[config.mk]
export PLATFORM = sky130hd
export DESIGN_NAME = motion_bbox_detect_flat
export DESIGN_NICKNAME = d
export VERILOG_FILES = /design/src/rtl/motion_bbox_detect_pkg.sv /design/src/rtl/motion_bbox_detect_if.sv /design/src/rtl/motion_bbox_detect_pixel_xy_counter.sv /design/src/rtl/motion_bbox_detect.sv /design/src/flat_wrapper.sv
export SDC_FILE = /design/constraint.sdc
export NUM_CORES = 1
export LEC_CHECK = 0
export CORE_MARGIN = 1
export CORE_UTILIZATION = 35
export DETAILED_ROUTE_END_ITERATION = 8
export HOLD_SLACK_MARGIN = 0.02
export PLACE_DENSITY = 0.62
export SKIP_CTS_REPAIR_TIMING = 1
export SYNTH_ARGS = -nofsm -noshare
export SYNTH_HDL_FRONTEND = slang
export SYNTH_SLANG_ARGS = --single-unit
export TNS_END_PERCENT = 50
[constraint.sdc]
create_clock -name clk -period 2.8 [get_ports clk]
set_input_delay 0.28 -clock clk [delete_from_list [all_inputs] [get_ports clk]]
set_output_delay 0.28 -clock clk [all_outputs]
set_load 0.01 [all_outputs]
[src/rtl/motion_bbox_detect_pkg.sv]
// ---------------------------------------------------------------------------
// motion_bbox_detect_pkg
//   Shared image-geometry definitions for the motion-mask pipeline.
//   - Default frame geometry (IMG_W_DEF x IMG_H_DEF) and derived coordinate
//     and count widths.
//   - bbox_t: bounding-box record at the default geometry, the form in which
//     the overlay/display stage consumes a published box.
//   - state_t: states of the per-frame accumulation FSM.
//   - cnt_width(): width needed to count every pixel of a frame.
// ---------------------------------------------------------------------------
package motion_bbox_detect_pkg;

   localparam int IMG_W_DEF      = 640;
   localparam int IMG_H_DEF      = 480;
   localparam int MIN_PIXELS_DEF = 64;

   localparam int XW_DEF = $clog2(IMG_W_DEF);
   localparam int YW_DEF = $clog2(IMG_H_DEF);
   localparam int CW_DEF = $clog2(IMG_W_DEF * IMG_H_DEF + 1);

   typedef struct packed {
      logic [XW_DEF-1:0] x_min;
      logic [XW_DEF-1:0] x_max;
      logic [YW_DEF-1:0] y_min;
      logic [YW_DEF-1:0] y_max;
   } bbox_t;

   typedef enum logic {
      S_WAIT_SYNC = 1'b0,   // discarding the partial frame seen after reset
      S_ACTIVE    = 1'b1    // accumulating a complete frame
   } state_t;

   // Bits needed to hold a count of 0 .. w*h inclusive.
   function automatic int cnt_width(input int w, input int h);
      return $clog2(w * h + 1);
   endfunction

endpackage

[src/rtl/motion_bbox_detect_if.sv]
// ---------------------------------------------------------------------------
// motion_bbox_detect_if
//   1-bit motion-mask pixel stream from the binarization stage.
//   bin_clken : pixel qualifier
//   bin_href  : line active, high during active pixels
//   bin_vsync : frame sync pulse, active-high, between frames
//   bin_bit   : motion-mask pixel, 1 = motion
//   master : stream producer (binarizer)
//   slave  : stream consumer (bounding-box detector, overlay stage)
// ---------------------------------------------------------------------------
interface motion_bbox_detect_if;

   logic bin_clken;
   logic bin_href;
   logic bin_vsync;
   logic bin_bit;

   modport master (
      output bin_clken,
      output bin_href,
      output bin_vsync,
      output bin_bit
   );

   modport slave (
      input bin_clken,
      input bin_href,
      input bin_vsync,
      input bin_bit
   );

endinterface

[src/rtl/motion_bbox_detect_pixel_xy_counter.sv]
// ---------------------------------------------------------------------------
// pixel_xy_counter
//   Tracks the x/y position of the current pixel in a clken/href/vsync
//   stream. Shared between the bounding-box detector and the overlay stage.
//   Ports:
//     clk, rst_n : pixel clock, asynchronous active-low reset
//     clken      : pixel qualifier
//     href       : line active
//     vsync      : frame sync, active-high
//     x, y       : position of the pixel presented this cycle
//     vs_rise    : first cycle of vsync high (combinational)
//     in_range   : x < IMG_W and y < IMG_H
// ---------------------------------------------------------------------------
module pixel_xy_counter #(
   parameter int IMG_W = 640,
   parameter int IMG_H = 480,
   parameter int XW    = $clog2(IMG_W),
   parameter int YW    = $clog2(IMG_H)
) (
   input  logic          clk,
   input  logic          rst_n,
   input  logic          clken,
   input  logic          href,
   input  logic          vsync,
   output logic [XW-1:0] x,
   output logic [YW-1:0] y,
   output logic          vs_rise,
   output logic          in_range
);

   // The counters must be able to hold IMG_W / IMG_H themselves so that
   // saturation marks "past the active area" distinctly from the last pixel.
   localparam int XCW = $clog2(IMG_W + 1);
   localparam int YCW = $clog2(IMG_H + 1);

   localparam logic [XCW-1:0] X_LIM = XCW'(IMG_W);
   localparam logic [YCW-1:0] Y_LIM = YCW'(IMG_H);

   logic           href_q,  href_d;
   logic           vsync_q, vsync_d;
   logic [XCW-1:0] x_q,     x_d;
   logic [YCW-1:0] y_q,     y_d;
   logic           hr_fall;

   always_ff @(posedge clk or negedge rst_n) begin
      if (!rst_n) begin
         href_q  <= 1'b0;
         vsync_q <= 1'b0;
         x_q     <= '0;
         y_q     <= '0;
      end else begin
         href_q  <= href_d;
         vsync_q <= vsync_d;
         x_q     <= x_d;
         y_q     <= y_d;
      end
   end

   always_comb begin
      href_d  = href;
      vsync_d = vsync;
      vs_rise = vsync & ~vsync_q;
      hr_fall = ~href & href_q;

      x_d = x_q;
      if (vs_rise || hr_fall) begin
         x_d = '0;
      end else if (clken && href && (x_q != X_LIM)) begin
         x_d = x_q + 1'b1;
      end

      // A line only advances y if it actually carried pixels, so stray
      // href blips with no clken do not shift the frame.
      y_d = y_q;
      if (vs_rise) begin
         y_d = '0;
      end else if (hr_fall && (x_q != '0) && (y_q != Y_LIM)) begin
         y_d = y_q + 1'b1;
      end
   end

   assign in_range = (x_q < X_LIM) && (y_q < Y_LIM);
   // Truncation only loses information when in_range is low.
   assign x        = x_q[XW-1:0];
   assign y        = y_q[YW-1:0];

endmodule

[src/rtl/motion_bbox_detect.sv]
// ---------------------------------------------------------------------------
// motion_bbox_detect
//   Accumulates, per frame, the bounding box and count of motion pixels in a
//   1-bit motion-mask stream and publishes them at each frame boundary.
//   Ports:
//     clk, rst_n  : pixel clock, asynchronous active-low reset
//     bin         : motion-mask stream (slave modport)
//     frame_done  : one-cycle pulse, results updated this cycle
//     box_valid   : motion count >= MIN_PIXELS in the last frame
//     box_x_min/box_x_max/box_y_min/box_y_max : inclusive box edges
//     motion_cnt  : motion pixels in the last frame, saturating
//   Results are published on the first clock at which bin_vsync is sampled
//   high and then held until the next frame boundary. The frame in progress
//   at reset release is discarded.
// ---------------------------------------------------------------------------
module motion_bbox_detect
   import motion_bbox_detect_pkg::*;
#(
   parameter int IMG_W      = IMG_W_DEF,
   parameter int IMG_H      = IMG_H_DEF,
   parameter int MIN_PIXELS = MIN_PIXELS_DEF,
   parameter int XW         = $clog2(IMG_W),
   parameter int YW         = $clog2(IMG_H),
   parameter int CW         = cnt_width(IMG_W, IMG_H)
) (
   input  logic                 clk,
   input  logic                 rst_n,
   motion_bbox_detect_if.slave  bin,
   output logic                 frame_done,
   output logic                 box_valid,
   output logic [XW-1:0]        box_x_min,
   output logic [XW-1:0]        box_x_max,
   output logic [YW-1:0]        box_y_min,
   output logic [YW-1:0]        box_y_max,
   output logic [CW-1:0]        motion_cnt
);

   typedef struct packed {
      logic [XW-1:0] x_min;
      logic [XW-1:0] x_max;
      logic [YW-1:0] y_min;
      logic [YW-1:0] y_max;
   } box_t;

   localparam logic [CW-1:0] MIN_CNT = CW'(MIN_PIXELS);
   localparam logic [CW-1:0] CNT_MAX = '1;

   // Start with an inverted box so the first motion pixel sets all edges.
   localparam box_t BOX_INIT = '{
      x_min: XW'(IMG_W - 1),
      x_max: '0,
      y_min: YW'(IMG_H - 1),
      y_max: '0
   };

   // ---------------------------------------------------------------------
   // Position tracking
   // ---------------------------------------------------------------------
   logic [XW-1:0] pix_x;
   logic [YW-1:0] pix_y;
   logic          vs_rise;
   logic          in_range;
   logic          acc;

   pixel_xy_counter #(
      .IMG_W (IMG_W),
      .IMG_H (IMG_H),
      .XW    (XW),
      .YW    (YW)
   ) u_xy (
      .clk      (clk),
      .rst_n    (rst_n),
      .clken    (bin.bin_clken),
      .href     (bin.bin_href),
      .vsync    (bin.bin_vsync),
      .x        (pix_x),
      .y        (pix_y),
      .vs_rise  (vs_rise),
      .in_range (in_range)
   );

   assign acc = bin.bin_clken & bin.bin_href & ~bin.bin_vsync & in_range;

   // ---------------------------------------------------------------------
   // State, accumulators and published results
   // ---------------------------------------------------------------------
   state_t        state_q,      state_d;
   box_t          acc_box_q,    acc_box_d;
   logic [CW-1:0] acc_cnt_q,    acc_cnt_d;
   box_t          out_box_q,    out_box_d;
   logic [CW-1:0] out_cnt_q,    out_cnt_d;
   logic          out_valid_q,  out_valid_d;
   logic          frame_done_q, frame_done_d;

   always_ff @(posedge clk or negedge rst_n) begin
      if (!rst_n) begin
         state_q      <= S_WAIT_SYNC;
         acc_box_q    <= '0;
         acc_cnt_q    <= '0;
         out_box_q    <= '0;
         out_cnt_q    <= '0;
         out_valid_q  <= 1'b0;
         frame_done_q <= 1'b0;
      end else begin
         state_q      <= state_d;
         acc_box_q    <= acc_box_d;
         acc_cnt_q    <= acc_cnt_d;
         out_box_q    <= out_box_d;
         out_cnt_q    <= out_cnt_d;
         out_valid_q  <= out_valid_d;
         frame_done_q <= frame_done_d;
      end
   end

   always_comb begin
      state_d      = state_q;
      acc_box_d    = acc_box_q;
      acc_cnt_d    = acc_cnt_q;
      out_box_d    = out_box_q;
      out_cnt_d    = out_cnt_q;
      out_valid_d  = out_valid_q;
      frame_done_d = 1'b0;

      unique case (state_q)
         S_WAIT_SYNC: begin
            if (vs_rise) begin
               state_d   = S_ACTIVE;
               acc_box_d = BOX_INIT;
               acc_cnt_d = '0;
            end
         end

         S_ACTIVE: begin
            // acc already excludes vsync-high cycles, so the two branches
            // can never both apply in one cycle.
            if (vs_rise) begin
               // An empty frame publishes a zero box rather than the
               // inverted initial box.
               out_box_d    = (acc_cnt_q == '0) ? box_t'('0) : acc_box_q;
               out_cnt_d    = acc_cnt_q;
               out_valid_d  = (acc_cnt_q >= MIN_CNT);
               frame_done_d = 1'b1;
               acc_box_d    = BOX_INIT;
               acc_cnt_d    = '0;
            end else if (acc && bin.bin_bit) begin
               if (pix_x < acc_box_q.x_min) acc_box_d.x_min = pix_x;
               if (pix_x > acc_box_q.x_max) acc_box_d.x_max = pix_x;
               if (pix_y < acc_box_q.y_min) acc_box_d.y_min = pix_y;
               if (pix_y > acc_box_q.y_max) acc_box_d.y_max = pix_y;
               if (acc_cnt_q != CNT_MAX) acc_cnt_d = acc_cnt_q + 1'b1;
            end
         end

         default: begin
            state_d = S_WAIT_SYNC;
         end
      endcase
   end

   assign frame_done = frame_done_q;
   assign box_valid  = out_valid_q;
   assign box_x_min  = out_box_q.x_min;
   assign box_x_max  = out_box_q.x_max;
   assign box_y_min  = out_box_q.y_min;
   assign box_y_max  = out_box_q.y_max;
   assign motion_cnt = out_cnt_q;

endmodule
[src/flat_wrapper.sv]
// flat-port wrapper written by rule: the top's interface ports become plain ports
module motion_bbox_detect_flat import motion_bbox_detect_pkg::*;
#(
   parameter int IMG_W      = IMG_W_DEF,
   parameter int IMG_H      = IMG_H_DEF,
   parameter int MIN_PIXELS = MIN_PIXELS_DEF,
   parameter int XW         = $clog2(IMG_W),
   parameter int YW         = $clog2(IMG_H),
   parameter int CW         = cnt_width(IMG_W, IMG_H)
)
  (clk, rst_n, frame_done, box_valid, box_x_min, box_x_max, box_y_min, box_y_max, motion_cnt, bin_bin_clken, bin_bin_href, bin_bin_vsync, bin_bin_bit);
  motion_bbox_detect_if bin_i ();
  input  logic clk;
  input  logic rst_n;
  output logic frame_done;
  output logic box_valid;
  output logic [XW-1:0] box_x_min;
  output logic [XW-1:0] box_x_max;
  output logic [YW-1:0] box_y_min;
  output logic [YW-1:0] box_y_max;
  output logic [CW-1:0] motion_cnt;
  input wire logic [$bits(bin_i.bin_clken)-1:0] bin_bin_clken;
  input wire logic [$bits(bin_i.bin_href)-1:0] bin_bin_href;
  input wire logic [$bits(bin_i.bin_vsync)-1:0] bin_bin_vsync;
  input wire logic [$bits(bin_i.bin_bit)-1:0] bin_bin_bit;
  assign bin_i.bin_clken = bin_bin_clken;
  assign bin_i.bin_href = bin_bin_href;
  assign bin_i.bin_vsync = bin_bin_vsync;
  assign bin_i.bin_bit = bin_bin_bit;
  motion_bbox_detect #(.IMG_W(IMG_W), .IMG_H(IMG_H), .MIN_PIXELS(MIN_PIXELS), .XW(XW), .YW(YW), .CW(CW)) u_core (.clk(clk), .rst_n(rst_n), .bin(bin_i), .frame_done(frame_done), .box_valid(box_valid), .box_x_min(box_x_min), .box_x_max(box_x_max), .box_y_min(box_y_min), .box_y_max(box_y_max), .motion_cnt(motion_cnt));
endmodule
Word-level counts from Yosys, hierarchy flattened. Cells that the tools add are included.

Bitwise gates (word level): 9. Muxes and demuxes: 21. Magnitude comparators: 7. Add/sub/neg operators: 3. Reductions and logical operators: 17. Equality and inequality tests: 10.

Operators by type and width (number): 2-to-1 mux 38 bit (4); 2-to-1 mux 19 bit (4); case mux 38 bit (2 select lines) (1); 2-to-1 mux 10 bit (4); case mux 19 bit (2 select lines) (1); 2-to-1 mux 9 bit (4); adder 19 x 1 -> 19 bit, second input constant (1); >= comparator 19 x 7 -> 1 bit, second input constant (1); logical NOT 19 bit (1); inequality test 19 bit, second input constant (1); inequality test 3 bit, second input constant (6); AND reduction 3 bit (5); adder 10 x 1 -> 10 bit, second input constant (1); greater-than comparator 10 bit (1); less-than comparator 10 bit (1); less-than comparator 10 bit, second input constant (1); inequality test 10 bit, second input constant (1); nonzero test 10 bit (1); adder 9 x 1 -> 9 bit, second input constant (1); greater-than comparator 9 bit (1); less-than comparator 9 bit (1); less-than comparator 9 bit, second input constant (1); inequality test 9 bit, second input constant (1); logical AND 1 bit (6); other kinds (7) (17).

Input bits: 6. Bits in registers: 138.

Logic depth before layout (Yosys ltp).
Word-level depth: 7. Depth in mapped cells: 8. Gate-level depth less buffers: 7.

Modules after synthesis. From an unflattened synthesis, not the netlist that was laid out.

Cells, all modules: 604. Area, all modules: 6765.2 µm².

By module, submodules not included: motion_bbox_detect (cells each 485, instances 1, seq. area each 2927.8 µm², area an instance 5619.1 µm²); pixel_xy_counter (cells each 119, instances 1, seq. area each 525.5 µm², area an instance 1146.1 µm²).

Worst setup path after synthesis. Ideal clock, no wire load.

Path type: register -> register. Start point: register u_core.u_xy.y_q[5] (netlist: u_core.u_xy.y[5]). End point: register u_core.acc_box_q[9] (netlist name). Data arrival time: 1928 ps. Setup slack: 793 ps. Clock period less this slack: 2007 ps. Buffers on the path: 1. Stages on the path, launching flop included: 7. Path through: dfrtp_1 -> and4_4 -> or4_4 -> a211o_1 -> a41oi_2 -> buf_6 -> mux2i_1.

Longest elaborated chain between the ends: 6. Elaborated cells on any way between the ends: 8. Those cells by class: order compare (2); eq/ne (2); bitwise (1); reduce/logical (3).

Ends and longest elaborated chain: start: declaration (RTL line motion_bbox_detect_pixel_xy_counter.sv:42) `logic [YCW-1:0] y_q, y_d;`; start signal: assignment (RTL line motion_bbox_detect_pixel_xy_counter.sv:55) `y_q <= y_d;`; less-than comparator 9 bit (RTL line motion_bbox_detect_pixel_xy_counter.sv:82) `assign in_range = (x_q < X_LIM) && (y_q < Y_LIM);`; logical AND 1 bit (RTL line motion_bbox_detect_pixel_xy_counter.sv:82); bitwise AND 1 bit (RTL line motion_bbox_detect.sv:82) `assign acc = bin.bin_clken & bin.bin_href & ~bin.bin_vsync & in_range;`; logical AND 1 bit (RTL line motion_bbox_detect.sv:145) `end else if (acc && bin.bin_bit) begin`; inequality test 3 bit (no source line); AND reduction 3 bit (no source line) *; end signal: assignment (RTL line motion_bbox_detect.sv:106) `acc_box_q <= acc_box_d;`; end: declaration (RTL line motion_bbox_detect.sv:88) `box_t acc_box_q, acc_box_d;`.

Every way passes the cells marked *; elsewhere a longest branch is shown, timed or not. A chain may end at the register's enable or synchronous reset.

Worst setup path in the final report.
Start point: register u_core.u_xy.x_q[7] (netlist: u_core.u_xy.x[7]). End point: register u_core.acc_box_q[27] (netlist name).

Longest elaborated chain between the ends: 6. Elaborated cells on any way between the ends: 8. Those cells by class: order compare (2); eq/ne (2); bitwise (1); reduce/logical (3).

Ends and longest elaborated chain: start: declaration (RTL line motion_bbox_detect_pixel_xy_counter.sv:41) `logic [XCW-1:0] x_q, x_d;`; start signal: assignment (RTL line motion_bbox_detect_pixel_xy_counter.sv:49) `x_q <= '0;`; start signal: assignment (RTL line motion_bbox_detect_pixel_xy_counter.sv:54) `x_q <= x_d;`; less-than comparator 10 bit (RTL line motion_bbox_detect_pixel_xy_counter.sv:82); logical AND 1 bit (RTL line motion_bbox_detect_pixel_xy_counter.sv:82); bitwise AND 1 bit (RTL line motion_bbox_detect.sv:82); logical AND 1 bit (RTL line motion_bbox_detect.sv:145); inequality test 3 bit (no source line); AND reduction 3 bit (no source line) *.

Marked as above.

==> results.md <==
Outcome:
- The run finished with clean final reports.

Die:
- From bottom edge to top edge, the die measures 142.4 um.
- The number of top-level design ports is 65.
- The initial cell density of the core is 36.27%.
- The floorplan die area is 0.02027 mm2.
- The floorplan has 50 rows.
- The horizontal extent of the die is roughly 140 um.
- The area of the core is between 0.015 and 0.02 mm2.

Timing:
- The routed design could run at a clock period as short as between 2000 and 3000 ps.
- The count of final max-slew check failures is 0.
- Setup repair after global routing left no endpoint under its margin.
- The number of hold-slack violations in the final timing report came to 0.
- The post-route clock skew is about 9.6 ps.
- The maximum clock rate is around 390 MHz.
- The final worst slack is between 200 and 250 ps.
- The pin slew with the least headroom to its limit is roughly 1100 ps.
- The number of endpoints failing setup at the final stage is 0.
- The worst slew slack as a fraction of its limit is between 20% and 30%.
- Setup total negative slack on the finished layout was measured at 0 ps.
- After layout, the worst path uses between 90% and 100% of the clock period.

Cells and area:
- 0 antenna diodes ended up in the layout.
- The area used by sequential logic in the layout is 0.003453 mm2.
- The share of final-layout standard cells stronger than drive strength 1 is approximately 10%.
- Fill cells in the final layout number around 1800.
- The signed area change from the synthesized netlist to the final layout is 23.20%.
- Summing all multi-input logic gate instances after layout gives roughly 0.0031 mm2.
- The count of cells in the finished layout, fillers not included, comes to between 900 and 1000.
- After the last flow step, the layout net total stands at ~770.

Placement:
- Prior to clock tree synthesis, the placed netlist has a worst setup slack of 261.6 ps.
- In this run the tool buffered the top-level ports with 64 buffer cells.
- Routability-driven placement finished with a final weighted congestion of approximately 0.84.
- The HPWL after detailed placement is around 11 mm.
- The post-placement cell count is 961.

Clock tree:
- The maximum buffer depth of the clock tree is 2.
- After clock tree synthesis, the clock-pin slew on the worst setup and hold paths is 60 ps.
- The H-tree generated during clock tree synthesis spans 4 levels.
- At the later pin of the worst-skew pair, clock insertion delay measures between 400 and 500 ps.
- The TritonCTS clock tree is done.
- The tree built by TritonCTS fans out to around 140 sinks.
- CTS placed an instance of clkbuf_16 at the clock tree root.
- The number of clock buffers inserted by TritonCTS is 17.

Setup path:
- For the worst setup path, the data arrival time is 2910 ps.
- The worst endpoint required time is ~3100 ps.
- The count of buffering cells on the critical path with inverters included is 0.
- Along the worst path, the maximum fanout reaches 10.
- The critical path goes through ha_1 > a21oi_1 > a2bb2oi_1 > o31ai_1 > o311ai_2 > mux2i_1.
- Among all stages on the critical path, the largest delay is contributed by o311ai_2.
- The critical setup path kind is flop to flop.
- The kind of start point of the critical path is a flop.
- Among cell families on the critical path, the largest total delay comes from compound AO/OA/AOI/OAI gates.
- The worst setup path is captured at a flop.
- The longest individual stage delay on the worst path is 930 ps.

Global route:
- Global routing consumed, over all layers together, ~18% of the routing resources.
- The global-route wire length before repair is 27.71 mm.
- Entering global routing, the biggest net connects 93 pins.
- The initial antenna violation count was 1.
- For this run the aggregate overflow at the end of global routing stands at 0.
- The number of global-route vias before repair is between 5000 and 6000.

Power and ir drop:
- The power per unit of standard cell area is 609.5 mW/mm2.
- The peak ir drop on the vdd network is roughly 0.43 mV.
- The analysis attributes to cell leakage a power of about 3.9 nW.

Logic synthesis:
- The cell area that synthesis handed to floorplanning was slightly below 0.007 mm2.
- Counting every net in the synthesized netlist gives 700.
- Averaged over all synthesized cells, the footprint is roughly 11 um2.
- The number of enable-type register cells in the synthesized netlist is 0.
- The share of synthesized flip-flops with an asynchronous set or reset is 100.0%.
- In this run, synthesis produced a sequential element count of between 100 and 150.
- Synthesis produced 652 cells.
- In the synthesized netlist the dominant register cell turns out to be dfrtp_1.
- Summing the sequential cell areas from Yosys gives 50.06% of the chip area.
- During synthesis, Yosys emitted a total of 0 warnings.
- The number of distinct library cell variants in the gate-level netlist after synthesis is between 50 and 60.

Drt:
- The number of optimization iterations in the first detailed-route pass is 5.
- The count of nets left with antenna violations once routing finished came out at 0.
- The average wire per cell in the routed design is about 16 um.
- The detailed-route DRC error count is 0.
- The iteration-0 DRC count of the detailed router is about 330.
- The wire length reported by the detailed router is 16.22 mm.
- The routed layout has just over 5000 vias.
- The via density per instance is around 5.2.

Job:
- The number of max-cap violations is 0.

Min path:
- The min-delay analysis places its worst path in the category input port to flop.
synthesized netlist by cell type (all sizes together), types with 5 or more instances:
cell,number,area (um2)
a21oi,21,105.1
a22o,38,332.8
and3,5,31.28
and4,7,63.81
buf,14,85.08
clkbuf,18,67.56
dfrtp,138,3453
ha,42,525.5
inv,60,225.2
mux2,16,180.2
mux2i,35,350.3
nand2,50,187.7
nand2b,9,63.81
nand3,26,130.1
nand4,15,93.84
nor2,41,153.9
nor3,7,35.03
nor4,9,62.56
o21ai,20,100.1
o31ai,12,90.09
or4,10,78.82
xnor2,16,140.1
stage by stage:
stage / util (%) / total power, W / area (um2) / hold WS (ps)
2_1_floorplan: - / 0.002603 / 6898 / -15.59
3_5_place_dp: 41.53 / 0.002985 / 7899 / 434.7
4_1_cts: 44.63 / 0.005242 / 8488 / -19.56
6_report: 44.68 / 0.005180 / 8498 / 374.7
3_3_place_gp: 41.53 / 0.002970 / 7899 / 413.1
5_1_grt: 44.68 / 0.005413 / 8498 / 378.9
per-layer routing:
metal | share of wire, % | global-route usage [%] | routed length, um
met2 | 47 | 27.92 | 7576
met4 | 2.0 | 6.848 | 322
met5 | 0.068 | 0 | 11
met1 | 47 | 22.98 | 7638
met3 | 4.1 | 4.307 | 670
area by class of cell:
type,count,area share (%)
multi-input cells,422,36.48
inverters,60,2.650
repair buffers,82,9.467
clock inverters,12,1.443
well taps,260,3.828
flip-flops and latches,138,40.64
clock buffers,20,5.492
sequential cells by signal, summed over array words and instances, names as in the netlist:
name and cells:
u_core.u_xy.vsync_q 1, u_core.u_xy.x 10, u_core.motion_cnt 19, u_core.box_y_max 9, u_core.acc_cnt_q 19, u_core.frame_done 1
u_core.state_q 1, u_core.box_x_min 10, u_core.u_xy.y 9, u_core.acc_box_q 38, u_core.u_xy.href_q 1, u_core.box_y_min 9
u_core.box_valid 1, u_core.box_x_max 10
power by group:
part | internal, W | switching (W)
Clock | 0.00137 | 0.000861
Combinational | 0.000347 | 0.000346
Sequential | 0.00214 | 0.000114
Total | 0.00386 | 0.00132
cell usage in the layout, fill, tap and decap left out, types with 2 or more instances in the layout:
cell type / n
a211oi_1: 2
a21o_1: 4
a21oi_1: 21
a22o_1: 38
a31oi_1: 2
a41oi_1: 2
and2_1: 4
and3_1: 5
and4_1: 6
buf_12: 2
buf_4: 15
bufinv_16: 2
clkbuf_16: 17
clkbuf_8: 3
clkdlybuf4s50_1: 63
clkinv_2: 6
clkinv_4: 2
clkinvlp_4: 2
dfrtp_1: 138
ha_1: 42
inv_1: 60
mux2_2: 16
mux2i_1: 35
nand2_1: 49
nand2b_1: 8
nand3_1: 26
nand4_1: 15
nor2_1: 41
nor3_1: 7
nor4_1: 7
nor4_2: 2
nor4b_1: 2
o211ai_1: 3
o21a_1: 3
o21ai_0: 18
o21ai_1: 2
o31ai_1: 12
or3_1: 4
or4_1: 9
xnor2_1: 16
worst paths after layout:
kind,startpoint,to,slack [ps],depth (start not counted)
max reg2reg,u_core.u_xy.x[7]$_DFFE_PN0P_,u_core.acc_box_q[27]$_DFFE_PN0P_,230,6
min in group asynchronous,rst_n,u_core.motion_cnt[17]$_DFFE_PN0P_,500,2
min reg2reg,u_core.motion_cnt[1]$_DFFE_PN0P_,u_core.motion_cnt[1]$_DFFE_PN0P_,480,2
max in group asynchronous,rst_n,u_core.acc_box_q[22]$_DFFE_PN0P_,1560,3
min,bin_bin_href,u_core.u_xy.href_q$_DFF_PN0_,370,1
max,u_core.u_xy.x[7]$_DFFE_PN0P_,u_core.acc_box_q[27]$_DFFE_PN0P_,230,6
worst reg2reg max path, cell delays in order (launching register included):
cell and delay [ps]:
dfrtp_1 470, ha_1 330, a21oi_1 160, a2bb2oi_1 190, o31ai_1 100, o311ai_2 930
mux2i_1 310
cells by family after synthesis:
kind of cell             after synthesis  share of synthesized area (%)
adder cells (fa/ha/maj)               42                          7.618
buffers and inverters                 92                          5.478
flip-flops                           138                          50.06
AO/OA/AOI/OAI                        120                          12.66
multiplexers                          51                          7.691
AND/OR/NAND/NOR                      192                          14.33
XOR/XNOR                              17                          2.158
(Power assumes the default switching activity.)
